### config.mk
export PLATFORM = sky130hd
export DESIGN_NAME = m68k_bus_responder_flat
export DESIGN_NICKNAME = d
export VERILOG_FILES = /design/src/rtl/m68k_bus_responder_if.sv /design/src/rtl/m68k_bus_responder.sv /design/src/flat_wrapper.sv
export SDC_FILE = /design/constraint.sdc
export NUM_CORES = 1
export LEC_CHECK = 0
export BUFFER_PORTS_ARGS = -buffer_cell sky130_fd_sc_hd__buf_2
export CAP_MARGIN = 20
export CELL_PAD_IN_SITES_DETAIL_PLACEMENT = 0
export CELL_PAD_IN_SITES_GLOBAL_PLACEMENT = 1
export CORE_AREA = 2 2 150 152
export CTS_BUF_LIST = sky130_fd_sc_hd__clkbuf_8
export DETAILED_ROUTE_END_ITERATION = 16
export DIE_AREA = 0 0 152 154
export PLACE_DENSITY_LB_ADDON = 0.1
export SYNTH_ARGS = -nofsm -noshare
export SYNTH_HDL_FRONTEND = slang
export SYNTH_SLANG_ARGS = --single-unit
### constraint.sdc
create_clock -name SYSCLK -period 12.6 [get_ports SYSCLK]
set_clock_uncertainty 0.15 [all_clocks]
set_input_delay 0 -clock SYSCLK [delete_from_list [all_inputs] [get_ports SYSCLK]]
set_output_delay 0 -clock SYSCLK [all_outputs]
set_load 0.1 [all_outputs]
### src/rtl/m68k_bus_responder_if.sv
// 68000 bus signals between a bus master and the mailbox responder.
// The master drives address, data and strobes; the responder returns read data, data enable and DTACK.
interface m68k_bus_responder_if;
    logic [23:1] BUS_A;
    logic [15:0] BUS_D_IN;
    logic        BUS_nAS;
    logic        BUS_nUDS;
    logic        BUS_nLDS;
    logic        BUS_RnW;
    logic [15:0] BUS_D_OUT;
    logic        BUS_D_OE;
    logic        BUS_nDTACK_OE;

    modport master (
        output BUS_A, BUS_D_IN, BUS_nAS, BUS_nUDS, BUS_nLDS, BUS_RnW,
        input  BUS_D_OUT, BUS_D_OE, BUS_nDTACK_OE
    );

    modport slave (
        input  BUS_A, BUS_D_IN, BUS_nAS, BUS_nUDS, BUS_nLDS, BUS_RnW,
        output BUS_D_OUT, BUS_D_OE, BUS_nDTACK_OE
    );
endinterface

### src/rtl/m68k_bus_responder.sv
// 68000 bus target that terminates cycles hitting a small word mailbox shared with a Pi register port.
// Optional feature: define RESP_IRQ_EN to add the INT_OE / INT_ACK doorbell interrupt pair.
module m68k_bus_responder #(
    parameter logic [23:0] BASE_ADDR = 24'hE90000,
    parameter int unsigned WIN_LOG2  = 3,
    parameter int unsigned ACK_DELAY = 4
) (
    input  logic                SYSCLK,
    input  logic                RESET,
    input  logic                ENABLE,
    m68k_bus_responder_if.slave bus,
    input  logic [WIN_LOG2-1:0] PI_ADDR,
    input  logic [15:0]         PI_WDATA,
    input  logic                PI_WE,
    output logic [15:0]         PI_RDATA,
    output logic                DOORBELL
`ifdef RESP_IRQ_EN
    ,
    output logic                INT_OE,
    input  logic                INT_ACK
`endif
);

    localparam int unsigned         WORDS   = 1 << WIN_LOG2;
    localparam logic [WIN_LOG2-1:0] TOP_IDX = WIN_LOG2'(WORDS - 1);
    localparam logic [3:0]          CNT_INI = 4'(ACK_DELAY - 1);
    localparam bit                  ACK_NOW = (ACK_DELAY <= 1);

    typedef enum logic [2:0] {
        S_IDLE,
        S_DECODE,
        S_ACCESS,
        S_ACK,
        S_RELEASE
    } state_e;

    // Two-flop synchronizers; bit [1] is the stable copy.
    logic [1:0] nas_sync_q;
    logic [1:0] nuds_sync_q;
    logic [1:0] nlds_sync_q;
    logic [1:0] rnw_sync_q;

    // NOTE: sequential state only ever uses non-blocking assignments so every flop samples pre-edge values.
    always_ff @(posedge SYSCLK or posedge RESET) begin
        if (RESET) begin
            nas_sync_q  <= 2'b11;
            nuds_sync_q <= 2'b11;
            nlds_sync_q <= 2'b11;
            rnw_sync_q  <= 2'b11;
        end else begin
            nas_sync_q  <= {nas_sync_q[0],  bus.BUS_nAS};
            nuds_sync_q <= {nuds_sync_q[0], bus.BUS_nUDS};
            nlds_sync_q <= {nlds_sync_q[0], bus.BUS_nLDS};
            rnw_sync_q  <= {rnw_sync_q[0],  bus.BUS_RnW};
        end
    end

    logic as_act;
    logic uds_act;
    logic lds_act;
    logic hit;

    assign as_act  = ~nas_sync_q[1];
    assign uds_act = ~nuds_sync_q[1];
    assign lds_act = ~nlds_sync_q[1];
    assign hit     = (bus.BUS_A[23:WIN_LOG2+1] == BASE_ADDR[23:WIN_LOG2+1]);

    state_e              state_q,    state_d;
    logic [WIN_LOG2-1:0] idx_q,      idx_d;
    logic                rnw_q,      rnw_d;
    logic [15:0]         wdata_q,    wdata_d;
    logic                wuds_q,     wuds_d;
    logic                wlds_q,     wlds_d;
    logic [15:0]         dout_q,     dout_d;
    logic                oe_q,       oe_d;
    logic                dtack_q,    dtack_d;
    logic                doorbell_q, doorbell_d;
    logic [3:0]          cnt_q,      cnt_d;
    logic                bus_wr;

    logic [15:0] mbox_q [WORDS];
    logic [15:0] mbox_d [WORDS];

    // NOTE: every signal written here gets a default first, so no path leaves one unassigned and no latch appears.
    always_comb begin
        state_d    = state_q;
        idx_d      = idx_q;
        rnw_d      = rnw_q;
        wdata_d    = wdata_q;
        wuds_d     = wuds_q;
        wlds_d     = wlds_q;
        dout_d     = dout_q;
        oe_d       = oe_q;
        dtack_d    = dtack_q;
        cnt_d      = cnt_q;
        doorbell_d = 1'b0;
        bus_wr     = 1'b0;

        unique case (state_q)
            S_IDLE: begin
                if (as_act) begin
                    if (ENABLE && hit) begin
                        state_d = S_DECODE;
                        idx_d   = bus.BUS_A[WIN_LOG2:1];
                        rnw_d   = rnw_sync_q[1];
                    end else begin
                        // Not ours: sit out the cycle without ever driving the bus.
                        state_d = S_RELEASE;
                    end
                end
            end

            S_DECODE: begin
                if (!as_act) begin
                    state_d = S_IDLE;
                end else if (uds_act || lds_act) begin
                    state_d = S_ACCESS;
                    if (rnw_q) begin
                        dout_d = mbox_q[idx_q];
                        oe_d   = 1'b1;
                    end else begin
                        // Write data is valid once the trailing data strobe is seen.
                        wdata_d    = bus.BUS_D_IN;
                        wuds_d     = uds_act;
                        wlds_d     = lds_act;
                        doorbell_d = (idx_q == TOP_IDX);
                    end
                end
            end

            S_ACCESS: begin
                bus_wr = ~rnw_q;
                cnt_d  = CNT_INI;
                if (ACK_NOW) begin
                    dtack_d = 1'b1;
                    state_d = S_RELEASE;
                end else begin
                    state_d = S_ACK;
                end
            end

            S_ACK: begin
                if (!as_act) begin
                    state_d = S_IDLE;
                    oe_d    = 1'b0;
                end else if (cnt_q == 4'd1) begin
                    dtack_d = 1'b1;
                    state_d = S_RELEASE;
                end else begin
                    cnt_d = cnt_q - 4'd1;
                end
            end

            S_RELEASE: begin
                if (!as_act) begin
                    oe_d    = 1'b0;
                    dtack_d = 1'b0;
                    state_d = S_IDLE;
                end
            end

            default: state_d = S_IDLE;
        endcase
    end

    always_ff @(posedge SYSCLK or posedge RESET) begin
        if (RESET) begin
            state_q    <= S_IDLE;
            idx_q      <= '0;
            rnw_q      <= 1'b1;
            wdata_q    <= '0;
            wuds_q     <= 1'b0;
            wlds_q     <= 1'b0;
            dout_q     <= '0;
            oe_q       <= 1'b0;
            dtack_q    <= 1'b0;
            doorbell_q <= 1'b0;
            cnt_q      <= '0;
        end else begin
            state_q    <= state_d;
            idx_q      <= idx_d;
            rnw_q      <= rnw_d;
            wdata_q    <= wdata_d;
            wuds_q     <= wuds_d;
            wlds_q     <= wlds_d;
            dout_q     <= dout_d;
            oe_q       <= oe_d;
            dtack_q    <= dtack_d;
            doorbell_q <= doorbell_d;
            cnt_q      <= cnt_d;
        end
    end

    // Bus bytes take priority over a same-cycle Pi write to the same word.
    always_comb begin
        mbox_d = mbox_q;
        if (PI_WE && !(bus_wr && (PI_ADDR == idx_q))) begin
            mbox_d[PI_ADDR] = PI_WDATA;
        end
        if (bus_wr) begin
            if (wuds_q) mbox_d[idx_q][15:8] = wdata_q[15:8];
            if (wlds_q) mbox_d[idx_q][7:0]  = wdata_q[7:0];
        end
    end

    // NOTE: the mailbox is a handful of flops, not a RAM macro, so clearing it on reset is cheap and required.
    always_ff @(posedge SYSCLK or posedge RESET) begin
        if (RESET) begin
            for (int i = 0; i < WORDS; i++) begin
                mbox_q[i] <= '0;
            end
        end else begin
            mbox_q <= mbox_d;
        end
    end

`ifdef RESP_IRQ_EN
    logic int_q, int_d;

    // A doorbell in the same cycle as an acknowledge keeps the request pending.
    always_comb begin
        int_d = int_q;
        if (doorbell_q) begin
            int_d = 1'b1;
        end else if (INT_ACK) begin
            int_d = 1'b0;
        end
    end

    always_ff @(posedge SYSCLK or posedge RESET) begin
        if (RESET) begin
            int_q <= 1'b0;
        end else begin
            int_q <= int_d;
        end
    end

    assign INT_OE = int_q;
`endif

    assign bus.BUS_D_OUT     = dout_q;
    assign bus.BUS_D_OE      = oe_q;
    assign bus.BUS_nDTACK_OE = dtack_q;
    assign DOORBELL          = doorbell_q;
    assign PI_RDATA          = mbox_q[PI_ADDR];

endmodule

### src/flat_wrapper.sv
// flat-port wrapper written by rule: the top's interface ports become plain ports
module m68k_bus_responder_flat 
#(
    parameter logic [23:0] BASE_ADDR = 24'hE90000,
    parameter int unsigned WIN_LOG2  = 3,
    parameter int unsigned ACK_DELAY = 4
)
  (SYSCLK, RESET, ENABLE, PI_ADDR, PI_WDATA, PI_WE, PI_RDATA, DOORBELL, bus_BUS_A, bus_BUS_D_IN, bus_BUS_nAS, bus_BUS_nUDS, bus_BUS_nLDS, bus_BUS_RnW, bus_BUS_D_OUT, bus_BUS_D_OE, bus_BUS_nDTACK_OE);
  m68k_bus_responder_if bus_i ();
  input  logic SYSCLK;
  input  logic RESET;
  input  logic ENABLE;
  input  logic [WIN_LOG2-1:0] PI_ADDR;
  input  logic [15:0] PI_WDATA;
  input  logic PI_WE;
  output logic [15:0] PI_RDATA;
  output logic DOORBELL;
  input wire logic [$bits(bus_i.BUS_A)-1:0] bus_BUS_A;
  input wire logic [$bits(bus_i.BUS_D_IN)-1:0] bus_BUS_D_IN;
  input wire logic [$bits(bus_i.BUS_nAS)-1:0] bus_BUS_nAS;
  input wire logic [$bits(bus_i.BUS_nUDS)-1:0] bus_BUS_nUDS;
  input wire logic [$bits(bus_i.BUS_nLDS)-1:0] bus_BUS_nLDS;
  input wire logic [$bits(bus_i.BUS_RnW)-1:0] bus_BUS_RnW;
  output wire logic [$bits(bus_i.BUS_D_OUT)-1:0] bus_BUS_D_OUT;
  output wire logic [$bits(bus_i.BUS_D_OE)-1:0] bus_BUS_D_OE;
  output wire logic [$bits(bus_i.BUS_nDTACK_OE)-1:0] bus_BUS_nDTACK_OE;
  assign bus_i.BUS_A = bus_BUS_A;
  assign bus_i.BUS_D_IN = bus_BUS_D_IN;
  assign bus_i.BUS_nAS = bus_BUS_nAS;
  assign bus_i.BUS_nUDS = bus_BUS_nUDS;
  assign bus_i.BUS_nLDS = bus_BUS_nLDS;
  assign bus_i.BUS_RnW = bus_BUS_RnW;
  assign bus_BUS_D_OUT = bus_i.BUS_D_OUT;
  assign bus_BUS_D_OE = bus_i.BUS_D_OE;
  assign bus_BUS_nDTACK_OE = bus_i.BUS_nDTACK_OE;
  m68k_bus_responder #(.BASE_ADDR(BASE_ADDR), .WIN_LOG2(WIN_LOG2), .ACK_DELAY(ACK_DELAY)) u_core (.SYSCLK(SYSCLK), .RESET(RESET), .ENABLE(ENABLE), .bus(bus_i), .PI_ADDR(PI_ADDR), .PI_WDATA(PI_WDATA), .PI_WE(PI_WE), .PI_RDATA(PI_RDATA), .DOORBELL(DOORBELL));
endmodule
After elaboration in Yosys (flattened, before gate mapping)

Cells that the tools add are included.

ROM bits: 0
Bits in writable memories: 0
Memories kept: 0
Output and inout bits: 35
Register bits: 184
Bits in latches: 0
Input bits: 66

Shift operators: 0
Add/sub/neg operators: 1
Reduce and logical (&&, ||, !) cells: 19
$mul: 0
Div/mod/pow operators: 0
Equal/unequal tests: 19
Bitwise gates (word level): 6
Multiplexer cells: 44
Magnitude comparators: 4

Operators with widths:

| cell                                                                    | count |
|---|---|
| 128-bit two-way mux                                                     | 5 |
| 128-bit bitwise mux                                                     | 3 |
| 16-bit demux with 3-bit select                                          | 3 |
| 16-bit binary-select mux with 3-bit select                              | 2 |
| 16-bit two-way mux                                                      | 6 |
| 3-bit two-way mux                                                       | 7 |
| 20-bit == test, second input constant                                   | 1 |
| 4-bit AND reduction                                                     | 4 |
| 3-bit case mux with 5 select lines                                      | 1 |
| 1-bit two-way mux                                                       | 11 |
| 2-bit by 1-bit inequality test with 1-bit output, second input constant | 5 |
| 4-bit >= comparator, second input constant                              | 2 |
| 4-bit by 1-bit < comparator with 1-bit output, second input constant    | 2 |
| 4-bit two-way mux                                                       | 2 |
| 8-bit two-way mux                                                       | 1 |
| 2-bit inequality test, second input constant                            | 4 |
| 3-bit inverter with 4-bit output                                        | 2 |
| 4-bit case mux with 2 select lines                                      | 1 |
| 3-bit by 2-bit == test with 1-bit output, second input constant         | 2 |
| 3-bit == test, second input constant                                    | 2 |
| 3-bit by 1-bit inequality test with 1-bit output, second input constant | 2 |
| 3-bit AND reduction                                                     | 2 |
| 2-bit nonzero test                                                      | 3 |
| 1-bit logical AND                                                       | 5 |
| other kinds (11)                                                        | 15 |

Logic depth before layout (Yosys ltp)

Depth in word-level cells: 13
Depth in mapped cells: 8
Mapped depth without buffers: 6

Worst setup path before layout

No wires, ideal clock.

Path kind: input -> output
From: input port PI_ADDR[0]
To: output port PI_RDATA[3]
Arrival: 3.231 ns
Stages: 7
Path slack: 9.219 ns
Required time: 12.450 ns
Path through: clkbuf_1 buf_2 buf_1 mux2i_1 nor2_1 a21oi_1 o21ai_0

Cells in the longest elaborated chain, start to end: 4

RTL lines:

| what                                                   | RTL line                  | RTL |
|---|---|---|
| start, declared                                        | flat_wrapper.sv:13        | `input logic [WIN_LOG2-1:0] PI_ADDR;` |
| 3-bit inverter with 4-bit output (implied by the code) | m68k_bus_responder.sv:245 | `assign PI_RDATA = mbox_q[PI_ADDR];` |
| 16-bit binary-select mux with 3-bit select             | m68k_bus_responder.sv:245 |  |
| 16-bit two-way mux (implied by the code) (2 in series) | m68k_bus_responder.sv:245 |  |
| end, declared                                          | flat_wrapper.sv:16        | `output logic [15:0] PI_RDATA;` |

Every way passes these cells. The select of a mux whose other input is x is not followed.

Worst setup path after layout

From: input port bus_BUS_A[17]
To: register u_core.idx_q[1]

Cells in the longest elaborated chain, start to end: 3

RTL lines:

| what                                 | RTL line                  | RTL |
|---|---|---|
| start, declared                      | flat_wrapper.sv:18        | `input wire logic [$bits(bus_i.BUS_A)-1:0] bus_BUS_A;` |
| 20-bit == test                       | m68k_bus_responder.sv:66  | `assign hit = (bus.BUS_A[23:WIN_LOG2+1] == BASE_ADDR[23:WIN_LOG2+1]);` |
| 1-bit logical AND                    | m68k_bus_responder.sv:102 | `if (ENABLE && hit) begin` |
| 3-bit AND reduction (no source line) | n/a                       |  |
| end signal, assigned                 | m68k_bus_responder.sv:181 | `idx_q <= idx_d;` |
| end, declared                        | m68k_bus_responder.sv:69  | `logic [WIN_LOG2-1:0] idx_q, idx_d;` |

Every way passes these cells.
A chain may end at the register's enable or synchronous reset.

==> run_results.csv <==
group,metric,value,unit
critical_path,startpoint,"bus_BUS_A[17]",
sta,worst_slack,9240,ps
final_layout,synthToLayoutAreaGrowth,14.22,%
global_route,grt_pass1_vias,10120,
worst_hold_path,min_from,"bus_BUS_nUDS",
route,firstDrtPassIters,7,
final_layout,stdcell_count,1542,
synth,yosys_warnings,0,
power,power,1.623,mW
global_route,gr-usage-all-layers,34.17,%
synth,synth_area_per_cell,8.881,µm²
worst_hold_path,hold_path.class,"input port to register",
final_layout,layout_commonest_cell,"dfrtp_1",
route,drcViolationCount,0,
critical_path,cp.required,12820,ps
clock_tree,postCtsSetupBuffers,0,
die,chipWidth,152,µm
sta,fmax,0.2976,GHz
final_layout,num_antenna_cells,0,
synth,async_reset_ff_share,100.0,%
final_layout,nets,1317,
global_route,antenna_found_initial,0,
synth,synth_edf_count,0,
final_layout,mostFrequentLayoutCells,"dfrtp_1, nor2_1, a31oi_1",
final_layout,seq_area,4616,µm²
sta,max-slew-margin-rel,21.30,%
critical_path,slowest_stage,"dlygate4sd3_1",
flow_run,maxCapViolations,0,
sta,setup_tns,0,ps
synth,ys_seq_elements,184,
power,p_sw,556.9,µW
critical_path,max_stage_delay,620,ps
sta,report.final.slew_viol_count,0,
placed_design,gp_congestion,0.9080,
global_route,grt_max_degree,122,
synth,syn-num-nets,1274,
route,detail-route-antenna-nets,0,
critical_path,crit_path_cell_trace,"dlygate4sd3_1 -> buf_2 -> nor4bb_1 -> dlygate4sd3_1 -> nand4_1 -> dlygate4sd3_1 -> nor3_1 -> mux2_2 -> dlygate4sd3_1",
critical_path,worstSetupEndpointType,"register",
critical_path,crit_top_cell,"dlygate4sd3_1",
synth,syn_area,10710,µm²
global_route,grt_pass1_wl,61800,µm
sta,setup_viol,0,
power,power_frac_comb,21.7,%
sta,rsz0062_at_grt,"no",
placed_design,io_buffers,100,
final_layout,drive_above_1_share,19.10,%
clock_tree,numClockSinks,184,
final_layout,fillers,1925,
die,core_area,21690,µm²
synth,seq_area_frac_synth,43.10,%
clock_tree,cts_tree,"done",
critical_path,start_kind,"input port",
power,p_clk_share,30.9,%
die,start_util,49.38,%
placed_design,dp_slack,9515,ps
placed_design,place_area,11220,µm²
clock_tree,clkTransAtPathRegs,90,ps
power,leakagePower,5.289,nW
die,row_count,54,
clock_tree,post_cts_resized,0,
route,wl_per_cell,26.16,µm
route,wl,40330,µm
power,power_density,132.7,nW/µm²
status,status,"completed",
sta,fin_crit,3360,ps
sta,period_share,26.66,%
critical_path,crit_arrival,3580,ps
power,irDropWorstVdd,68.58,µV
critical_path,cp_max_fo,4,
power,internal-power,1.066,mW
placed_design,placed_cells,1458,
power,p_sw_share,34.32,%
critical_path,criticalPathCategory,"input port to register",
die,boundaryPins,101,
die,die-area,23410,µm²
route,vias,10700,
clock_tree,cts_root_buf,"clkbuf_8",
route,viasPerCell,6.940,
final_layout,fin_area,12230,µm²
route,drt_iter0_drc,1606,
final_layout,multiInputGateArea,5503,µm²
clock_tree,cts_buffers,17,
sta,tightest_slew,1180,ps
clock_tree,cts_hold_buf,52,
clock_tree,h-tree-depth,4,
clock_tree,clock_latency,490,ps
placed_design,place_hpwl,24330,µm
critical_path,timing.rr.start,"u_core.state_q[2]$_DFFE_PP0P_",
synth,yosysUniqueCellTypes,51,
synth,netlist_instances,1206,
sta,hold_viol,0,
die,die_h,154,µm
global_route,grt_overflow_total,0,
power,seqPwrFrac,47.4,%
clock_tree,cts.path.max_buffers,2,
synth,ys.flop_type,"dfrtp_1",
-- kinds of logic (layout without fill, tap and decap cells) --
kind of cell | after synthesis | count (layout) | synth area share, %
simple gates | 411 | 411 | 19.64
compound gates | 380 | 380 | 22.37
flops | 184 | 184 | 43.10
buf+inv | 161 | 217 | 6.180
mux | 65 | 65 | 8.236
xor+xnor | 3 | 3 | 0.2454
fa+ha+maj | 2 | 2 | 0.2336
-- worst max-delay path, delay by kind of cell --
kind	cells	cell delay [ps]
and+or+nand+nor	3	790
muxes	1	390
buffers and inverters	5	2410
-- power by group through the flow --
stage,Sequential [mW],Clock [mW],Combinational (mW)
final,0.769,0.502,0.352
after global routing,0.775,0.524,0.377
after CTS,0.761,0.502,0.346
after detailed placement,0.773,0,0.335
after global placement,0.772,0,0.327
after floorplan,0.732,0,0.262
-- routing by layer --
metal	vias up	global-route usage, %	routed length, µm
li1	4645	-	-
met1	5173	49.52	16780
met2	775	49.85	17490
met3	108	7.948	4848
met4	0	13.04	1209
met5	-	0	0
-- cell usage after synthesis, drive strengths merged, types with 3 or more instances --
cell type | count | area [µm²]
and3 | 3 | 18.77
nand2 | 50 | 187.7
nand3 | 18 | 90.09
clkbuf | 99 | 376.6
o22ai | 6 | 37.54
a31oi | 131 | 819.5
o21ai | 134 | 670.6
xor2 | 3 | 26.28
nor2b | 6 | 37.54
and2 | 20 | 125.1
mux2i | 6 | 60.06
a22oi | 69 | 518.0
buf | 54 | 255.2
nor3 | 4 | 20.02
dfstp | 9 | 236.5
nor3b | 4 | 30.03
and3b | 3 | 26.28
a21oi | 8 | 40.04
nor4 | 3 | 18.77
o41ai | 3 | 60.06
mux2 | 45 | 506.7
nor2 | 143 | 536.8
dfrtp | 175 | 4379
a221oi | 19 | 166.4
inv | 7 | 26.28
or3 | 33 | 206.5
mux4 | 14 | 315.3
nand4 | 114 | 713.2
-- sequential cells by signal, summed over array words and instances (netlist names) --
register and flops:
u_core.nlds_sync_q 2, u_core.bus.BUS_D_OE 1, u_core.wuds_q 1, u_core.idx_q 3, u_core.wdata_q 16, u_core.DOORBELL 1, u_core.mbox_q 128, u_core.state_q 3
u_core.nuds_sync_q 2, u_core.wlds_q 1, u_core.rnw_q 1, u_core.rnw_sync_q 2, u_core.bus.BUS_D_OUT 16, u_core.cnt_q 4, u_core.nas_sync_q 2, u_core.bus.BUS_nDTACK_OE 1
-- worst paths after layout --
check                      slack [ps]                              end  depth (start not counted)
max                              9240      u_core.idx_q[1]$_DFFE_PP0P_                          9
min                                20  u_core.nuds_sync_q[0]$_DFF_PP1_                          2
max reg2reg                      9520       u_core.mbox_q[8]$_DFF_PP0_                          5
min reg2reg                       210   u_core.nas_sync_q[1]$_DFF_PP1_                          0
max in group asynchronous       10740      u_core.mbox_q[93]$_DFF_PP0_                          4
min in group asynchronous          90        u_core.DOORBELL$_DFF_PP0_                          3
-- stage by stage --
stage	hold WS, ps	utilization (%)
after global routing	8.158	56.40
after detailed placement	-43.40	51.75
after floorplan	-145.5	-
final	16.29	56.40
after CTS	3.803	56.40
after global placement	-44.44	51.56
-- layout make-up --
class	instances	area share [%]
timing repair buffer	177	10.13
tap	280	2.864
clock inverter	14	1.964
clock buffer	18	2.025
inverter	8	0.3068
multi-input combinational	861	44.98
sequential	184	37.73
Note: power is estimated with default switching activity, not from simulation.
